==> src/rtl/cpa_share_arbiter.sv <==
`default_nettype none
// ============================================================================
// cpa_share_arbiter - one combinational CPA shared among N_REQ requesters,
// with an operand stage and a result stage. Option macro: CPA_ARB_PRIO_EN.
// Revision: 1.0
// ============================================================================

module CPA_module #(
  parameter int BITS = 40
) (
  input  logic [BITS-1:0] a,
  input  logic [BITS-1:0] b,
  output logic [BITS-1:0] sum
);
  assign sum = a + b;
endmodule

module cpa_share_arbiter #(
  parameter  int BITS  = 40,
  parameter  int N_REQ = 4,
  localparam int IDW   = $clog2(N_REQ)
) (
  input  logic                  clk,
  input  logic                  rst,
  input  logic [N_REQ-1:0]      req_valid,
  output logic [N_REQ-1:0]      req_ready,
  input  logic [N_REQ*BITS-1:0] req_a,
  input  logic [N_REQ*BITS-1:0] req_b,
  output logic                  res_valid,
  input  logic                  res_ready,
  output logic [BITS-1:0]       res_sum,
  output logic [IDW-1:0]        res_id,
  output logic                  busy
);

`ifdef CPA_ARB_PRIO_EN
  localparam int RR_SPAN = N_REQ - 1;
`else
  localparam int RR_SPAN = N_REQ;
`endif
  localparam logic [IDW-1:0] PTR_RST = IDW'(N_REQ - 1);

  logic            s1_valid_q, s1_valid_d;
  logic [BITS-1:0] s1_a_q, s1_a_d;
  logic [BITS-1:0] s1_b_q, s1_b_d;
  logic [IDW-1:0]  s1_id_q, s1_id_d;
  logic            s2_valid_q, s2_valid_d;
  logic [BITS-1:0] s2_sum_q, s2_sum_d;
  logic [IDW-1:0]  s2_id_q, s2_id_d;
  logic [IDW-1:0]  rr_ptr_q, rr_ptr_d;

  logic            s1_en;
  logic            s2_en;
  logic            grant_found;
  logic [IDW-1:0]  grant_idx;
  logic            xfer;
  logic [BITS-1:0] sel_a;
  logic [BITS-1:0] sel_b;
  logic [BITS-1:0] cpa_sum;

  // k-th candidate after ptr; with priority the ring excludes requester 0
  function automatic logic [IDW-1:0] rr_cand(input logic [IDW-1:0] ptr, input int k);
`ifdef CPA_ARB_PRIO_EN
    return IDW'(((int'(ptr) - 1 + k) % RR_SPAN) + 1);
`else
    return IDW'((int'(ptr) + k) % RR_SPAN);
`endif
  endfunction

  assign s2_en = !s2_valid_q || res_ready;
  assign s1_en = !s1_valid_q || s2_en;

  always_comb begin
    grant_found = 1'b0;
    grant_idx   = '0;
`ifdef CPA_ARB_PRIO_EN
    if (req_valid[0]) grant_found = 1'b1;
`endif
    for (int k = 1; k <= RR_SPAN; k++) begin
      if (!grant_found && req_valid[rr_cand(rr_ptr_q, k)]) begin
        grant_found = 1'b1;
        grant_idx   = rr_cand(rr_ptr_q, k);
      end
    end
  end

  assign req_ready = (s1_en && grant_found && !rst) ? (N_REQ'(1) << grant_idx) : '0;
  assign xfer      = |(req_valid & req_ready);
  assign sel_a     = req_a[int'(grant_idx)*BITS +: BITS];
  assign sel_b     = req_b[int'(grant_idx)*BITS +: BITS];

  CPA_module #(
    .BITS(BITS)
  ) u_cpa (
    .a  (s1_a_q),
    .b  (s1_b_q),
    .sum(cpa_sum)
  );

  always_comb begin
    s1_valid_d = s1_valid_q;
    s1_a_d     = s1_a_q;
    s1_b_d     = s1_b_q;
    s1_id_d    = s1_id_q;
    s2_valid_d = s2_valid_q;
    s2_sum_d   = s2_sum_q;
    s2_id_d    = s2_id_q;
    rr_ptr_d   = rr_ptr_q;
    if (s1_en) s1_valid_d = xfer;
    if (xfer) begin
      s1_a_d  = sel_a;
      s1_b_d  = sel_b;
      s1_id_d = grant_idx;
`ifdef CPA_ARB_PRIO_EN
      if (grant_idx != '0) rr_ptr_d = grant_idx;
`else
      rr_ptr_d = grant_idx;
`endif
    end
    if (s2_en) begin
      s2_valid_d = s1_valid_q;
      s2_sum_d   = cpa_sum;
      s2_id_d    = s1_id_q;
    end
  end

  always_ff @(posedge clk) begin
    if (rst) begin
      s1_valid_q <= 1'b0;
      s1_a_q     <= '0;
      s1_b_q     <= '0;
      s1_id_q    <= '0;
      s2_valid_q <= 1'b0;
      s2_sum_q   <= '0;
      s2_id_q    <= '0;
      rr_ptr_q   <= PTR_RST;
    end else begin
      s1_valid_q <= s1_valid_d;
      s1_a_q     <= s1_a_d;
      s1_b_q     <= s1_b_d;
      s1_id_q    <= s1_id_d;
      s2_valid_q <= s2_valid_d;
      s2_sum_q   <= s2_sum_d;
      s2_id_q    <= s2_id_d;
      rr_ptr_q   <= rr_ptr_d;
    end
  end

  assign res_valid = s2_valid_q;
  assign res_sum   = s2_sum_q;
  assign res_id    = s2_id_q;
  assign busy      = s1_valid_q || s2_valid_q;

endmodule
`default_nettype wire

==> config.mk <==
export PLATFORM = sky130hd
export DESIGN_NAME = cpa_share_arbiter
export DESIGN_NICKNAME = d
export VERILOG_FILES = /design/src/rtl/cpa_share_arbiter.sv
export SDC_FILE = /design/constraint.sdc
export NUM_CORES = 1
export LEC_CHECK = 0
export CORE_UTILIZATION = 40
export DETAILED_ROUTE_END_ITERATION = 8
export PLACE_DENSITY = 0.79
export SLEW_MARGIN = 20
export SYNTH_ARGS = -nofsm -noshare
export SYNTH_HDL_FRONTEND = slang
export SYNTH_SLANG_ARGS = --single-unit
==> constraint.sdc <==
create_clock -name clk -period 2.7 [get_ports clk]
set_clock_uncertainty 0.2 [all_clocks]
set_input_delay 0.54 -clock clk [delete_from_list [all_inputs] [get_ports clk]]
set_output_delay 0.54 -clock clk [all_outputs]
set_load 0.03 [all_outputs]
==> metrics.md <==
| Metric | Value |
|---|---|
| Fin nets | 2,087 |
| Total routing usage reported by global routing | 31.3% |
| Switching power share of the total | 34.4% |
| CTS H-Tree Depth | 4 |
| Final Hold Fails | 0 |
| Post-synth ARST share | 0% |
| Hold bufs inserted after CTS | 0 |
| Routed wire length | 37,700 um |
| Pin count of the biggest net entering global routing | 126 |
| Synthesized instance count | 1,244 |
| Clock edge transition at the registers on the reported setup and hold paths | 0.06 ns |
| Hold/Removal Path Class | reg2reg |
| Run status | finished with violations |
| Clock network power share | 28.6% |
| Number of fill cells | 1,730 |
| Total power density per cell area | 497 mW/mm^2 |
| Clock latency on the worst-skew pair | 0.43 ns |
| Via count of the routed design | 11,200 |
| Flop and latch count out of synthesis | 128 |
| Maximum resistive drop on vdd | 404 uV |
| Root Driver | clkbuf_16 |
| Count of endpoints failing setup in the final report | 14 |
| Placement-stage cell area | 0.0141 mm^2 |
| Max Slew Vio Count | 0 |
| Total CTS buffers | 17 |
| Required @ worst endpoint | 2.81 ns |
| Wire length of the first global-routing pass | 57,000 um |
| I/O Buffers | 374 |
| Number of warnings issued by yosys | 0 |
| Net count after synthesis | 1,611 |
| Half-perimeter wire length after detailed placement | 28,800 um |
| Family of cells with the greatest summed delay on the critical path | compound AO/OA/AOI/OAI gates |
| GRT overflow | 0 |
| Critical path endpoint category | flop |
| Flip-flop cell with the highest count after synthesis | dfxtp_1 |
| Total Die Area | 0.0231 mm^2 |
| RSZ-0062 raised after global routing | yes |
| Core region area | 0.0220 mm^2 |
| Maximum clock path buffer count | 2 |
| Routability-driven placement congestion ratio | 0.970 |
| CP peak stage delay | 0.36 ns |
| CP max FO | 3 |
| Starting DRC count in detailed routing | 786 |
| CP Cell Sequence | ha_1 > a21o_1 > a21o_1 > o21bai_1 > o31a_1 > o211ai_2 > a31oi_4 > nor2b_2 > o2111a_1 > o31a_1 |
| Maximum operating frequency | 0.352 GHz |
| Std-Cell Rows | 54 |
| Number of distinct library cells after synthesis | 61 |
| Type of the setup path with the least slack | reg2reg |
| Post-Layout Inst Area | 0.0155 mm^2 |
| Flop pwr share | 29.8% |
| Utilization of the core after routing | 70.7% |
| Post-route minimum period | 2.84 ns |
| Number of nets with antenna violations after detailed routing | 0 |
| Fraction of layout instances using a drive strength above 1 | 19.9% |
| Mean area per synthesized cell | 7.23 um^2 |
| Count of non-filler cells in the finished layout | 2,015 |
| Post-DR wirelength/cell | 18.7 um |
| Number of global-route vias before repair | 10,700 |
| Total I/O pin count | 375 |
| Final hold slack | 0.249 ns |
| Horizontal extent of the die | 152 um |
| Maximum Capacitance Violations | 0 |
| Worst-case setup margin in the final layout | -0.139 ns |
| Height of the chip | 152 um |
| Highest-delay cell along the critical path | dfxtp_2 |
| Inst Count DP | 1,952 |
| Area delta synth->final | 72.5% |
| Startpoint Class | flop |
| Antenna violations before repair | 2 |
| Combinational cell fraction of total power | 41.7% |
| Post-route DRC violation count | 16 |
| Initial core utilization | 41.0% |
| Number of synthesized flops with an enable pin | 0 |
| Cell area after technology mapping | 0.00900 mm^2 |
| Power spent charging and discharging nets | 2.65 mW |
| Sum of negative setup slack | -0.826 ns |
| CTS tree | done |
| Internal power | 5.07 mW |
| Share of the clock period used by the worst path after layout | 105% |
| Buffers and inverters on the worst path | 0 |
| Worst-Margin Slew | 0.632 ns |
| Part of the Yosys area used for sequential elements | 28.5% |
| Most frequent standard cell in the layout excluding fill and tap cells | clkdlybuf4s50_1 |
| Pre-antenna DRT Iters | 7 |
| CTS Sinks | 128 |
| Violations in the final reports | design-rule violations, negative setup slack |
| Leak Pwr | 6.11 nW |
| Headroom to the max-slew limit | 57.9% |
| Detailed-route vias per instance | 5.56 |
| Most frequent cells in the layout | 365 x clkdlybuf4s50_1, 231 x nand2_1, 170 x buf_4, 135 x a21oi_1, 116 x nor2_1 |
| Crit path arrival time | 2.95 ns |
-- Yosys cell counts (all sizes together), types with 3 or more instances --
cell type,n,area share (%)
inv,10,0.42
or4,3,0.25
and2,82,5.7
a311oi,80,7.8
dfxtp,128,28
nand2b,6,0.42
o21bai,7,0.63
a31oi,6,0.58
xor2,7,0.68
buf,23,1.2
nor4b,4,0.39
clkbuf,86,3.6
or3,3,0.21
nor2b,7,0.57
a21oi,151,8.5
a221oi,3,0.29
a211oi,91,7.8
o21ai,23,1.4
nand4,11,0.76
nand2,234,9.8
a21o,18,1.5
ha,39,5.4
and4,5,0.50
nand3,22,1.3
o31ai,3,0.46
and3,6,0.42
o211ai,6,0.56
nor3,15,0.89
nor2,117,4.9
xnor2,23,2.2
-- path summary, 6_finish.rpt --
| kind | from | to | slack [ns] | cells after the start |
|---|---|---|---|---|
| worst max register to register | s1_a_q[12] | res_sum[32] | -0.14 | 10 |
| worst min register to register | res_sum[36] | res_sum[36] | 0.25 | 2 |
| worst min-delay path | res_sum[36] | res_sum[36] | 0.25 | 2 |
| worst max-delay path | s1_a_q[12] | res_sum[32] | -0.14 | 10 |
-- cell families (layout without fill, tap and decap cells) --
logic type,after synthesis,after routing,synth area share [%]
AO/OA/AOI/OAI,404,404,31.0
XOR/XNOR,30,30,2.92
adder cells (fa/ha/maj),40,40,5.65
buffers and inverters,119,608,5.19
flip-flops,128,128,28.5
other,0,2,0
AND/OR/NAND/NOR,523,523,26.7
-- final cells by class --
cell class	instances	area (um^2)	area share (%)
Timing Repair Buffer	566	5410	34.9
Clock buffer	19	453	2.92
Inverter	10	37.5	0.242
Multi-Input combinational cell	997	6560	42.2
Antenna cell	2	5.00	0.0322
Tap cell	280	350	2.26
Clock inverter	13	114	0.734
Sequential cell	128	2590	16.7
-- worst min-delay path, delay by kind of cell, from the launching register on --
| kind | cells | cell delay (ns) |
|---|---|---|
| AND/OR/NAND/NOR | 1 | 0.05 |
| AO/OA/AOI/OAI | 1 | 0.05 |
| flip-flops | 1 | 0.30 |
-- through the flow --
step	worst slack [ns]	power, mW
after floorplan	0.00262	3.77
after global placement	-0.602	5.22
after detailed placement	-0.619	5.26
after CTS	-0.0839	7.59
after global routing	-0.261	8.07
final	-0.139	7.72
-- state kept, by name (all words and copies together) (netlist names) --
signal and flops:
res_sum 40, s1_a_q 40, s1_b_q 40, res_id 2, rr_ptr_q 2, s1_id_q 2, res_valid 1, s1_valid_q 1
-- per-layer routing --
layer	part of all wire [%]	wire length [um]	GRT usage, %	vias to the layer above
met5	0	0	0	-
met4	3.5	1320	12.9	0
met3	5.3	1990	4.42	88
met2	47	17900	51.7	437
met1	44	16500	40.9	5226
li1	-	-	-	5451
-- repair_timing --
action,4_1_cts,5_1_grt
endpoints found under the hold margin,0,0
resized for setup,82,48
gates cloned,0,1
setup endpoints to repair,51,34
pin swaps,43,40
setup buffers,18,11
-- power groups by stage --
stage / combinational (mW) / sequential (mW) / clock (mW)
floorplan: 1.36 / 2.40 / 0
global placement: 2.92 / 2.30 / 0
detailed placement: 2.96 / 2.30 / 0
CTS: 3.08 / 2.29 / 2.21
global route: 3.45 / 2.32 / 2.31
finish: 3.22 / 2.30 / 2.20
(Power assumes the default switching activity.)
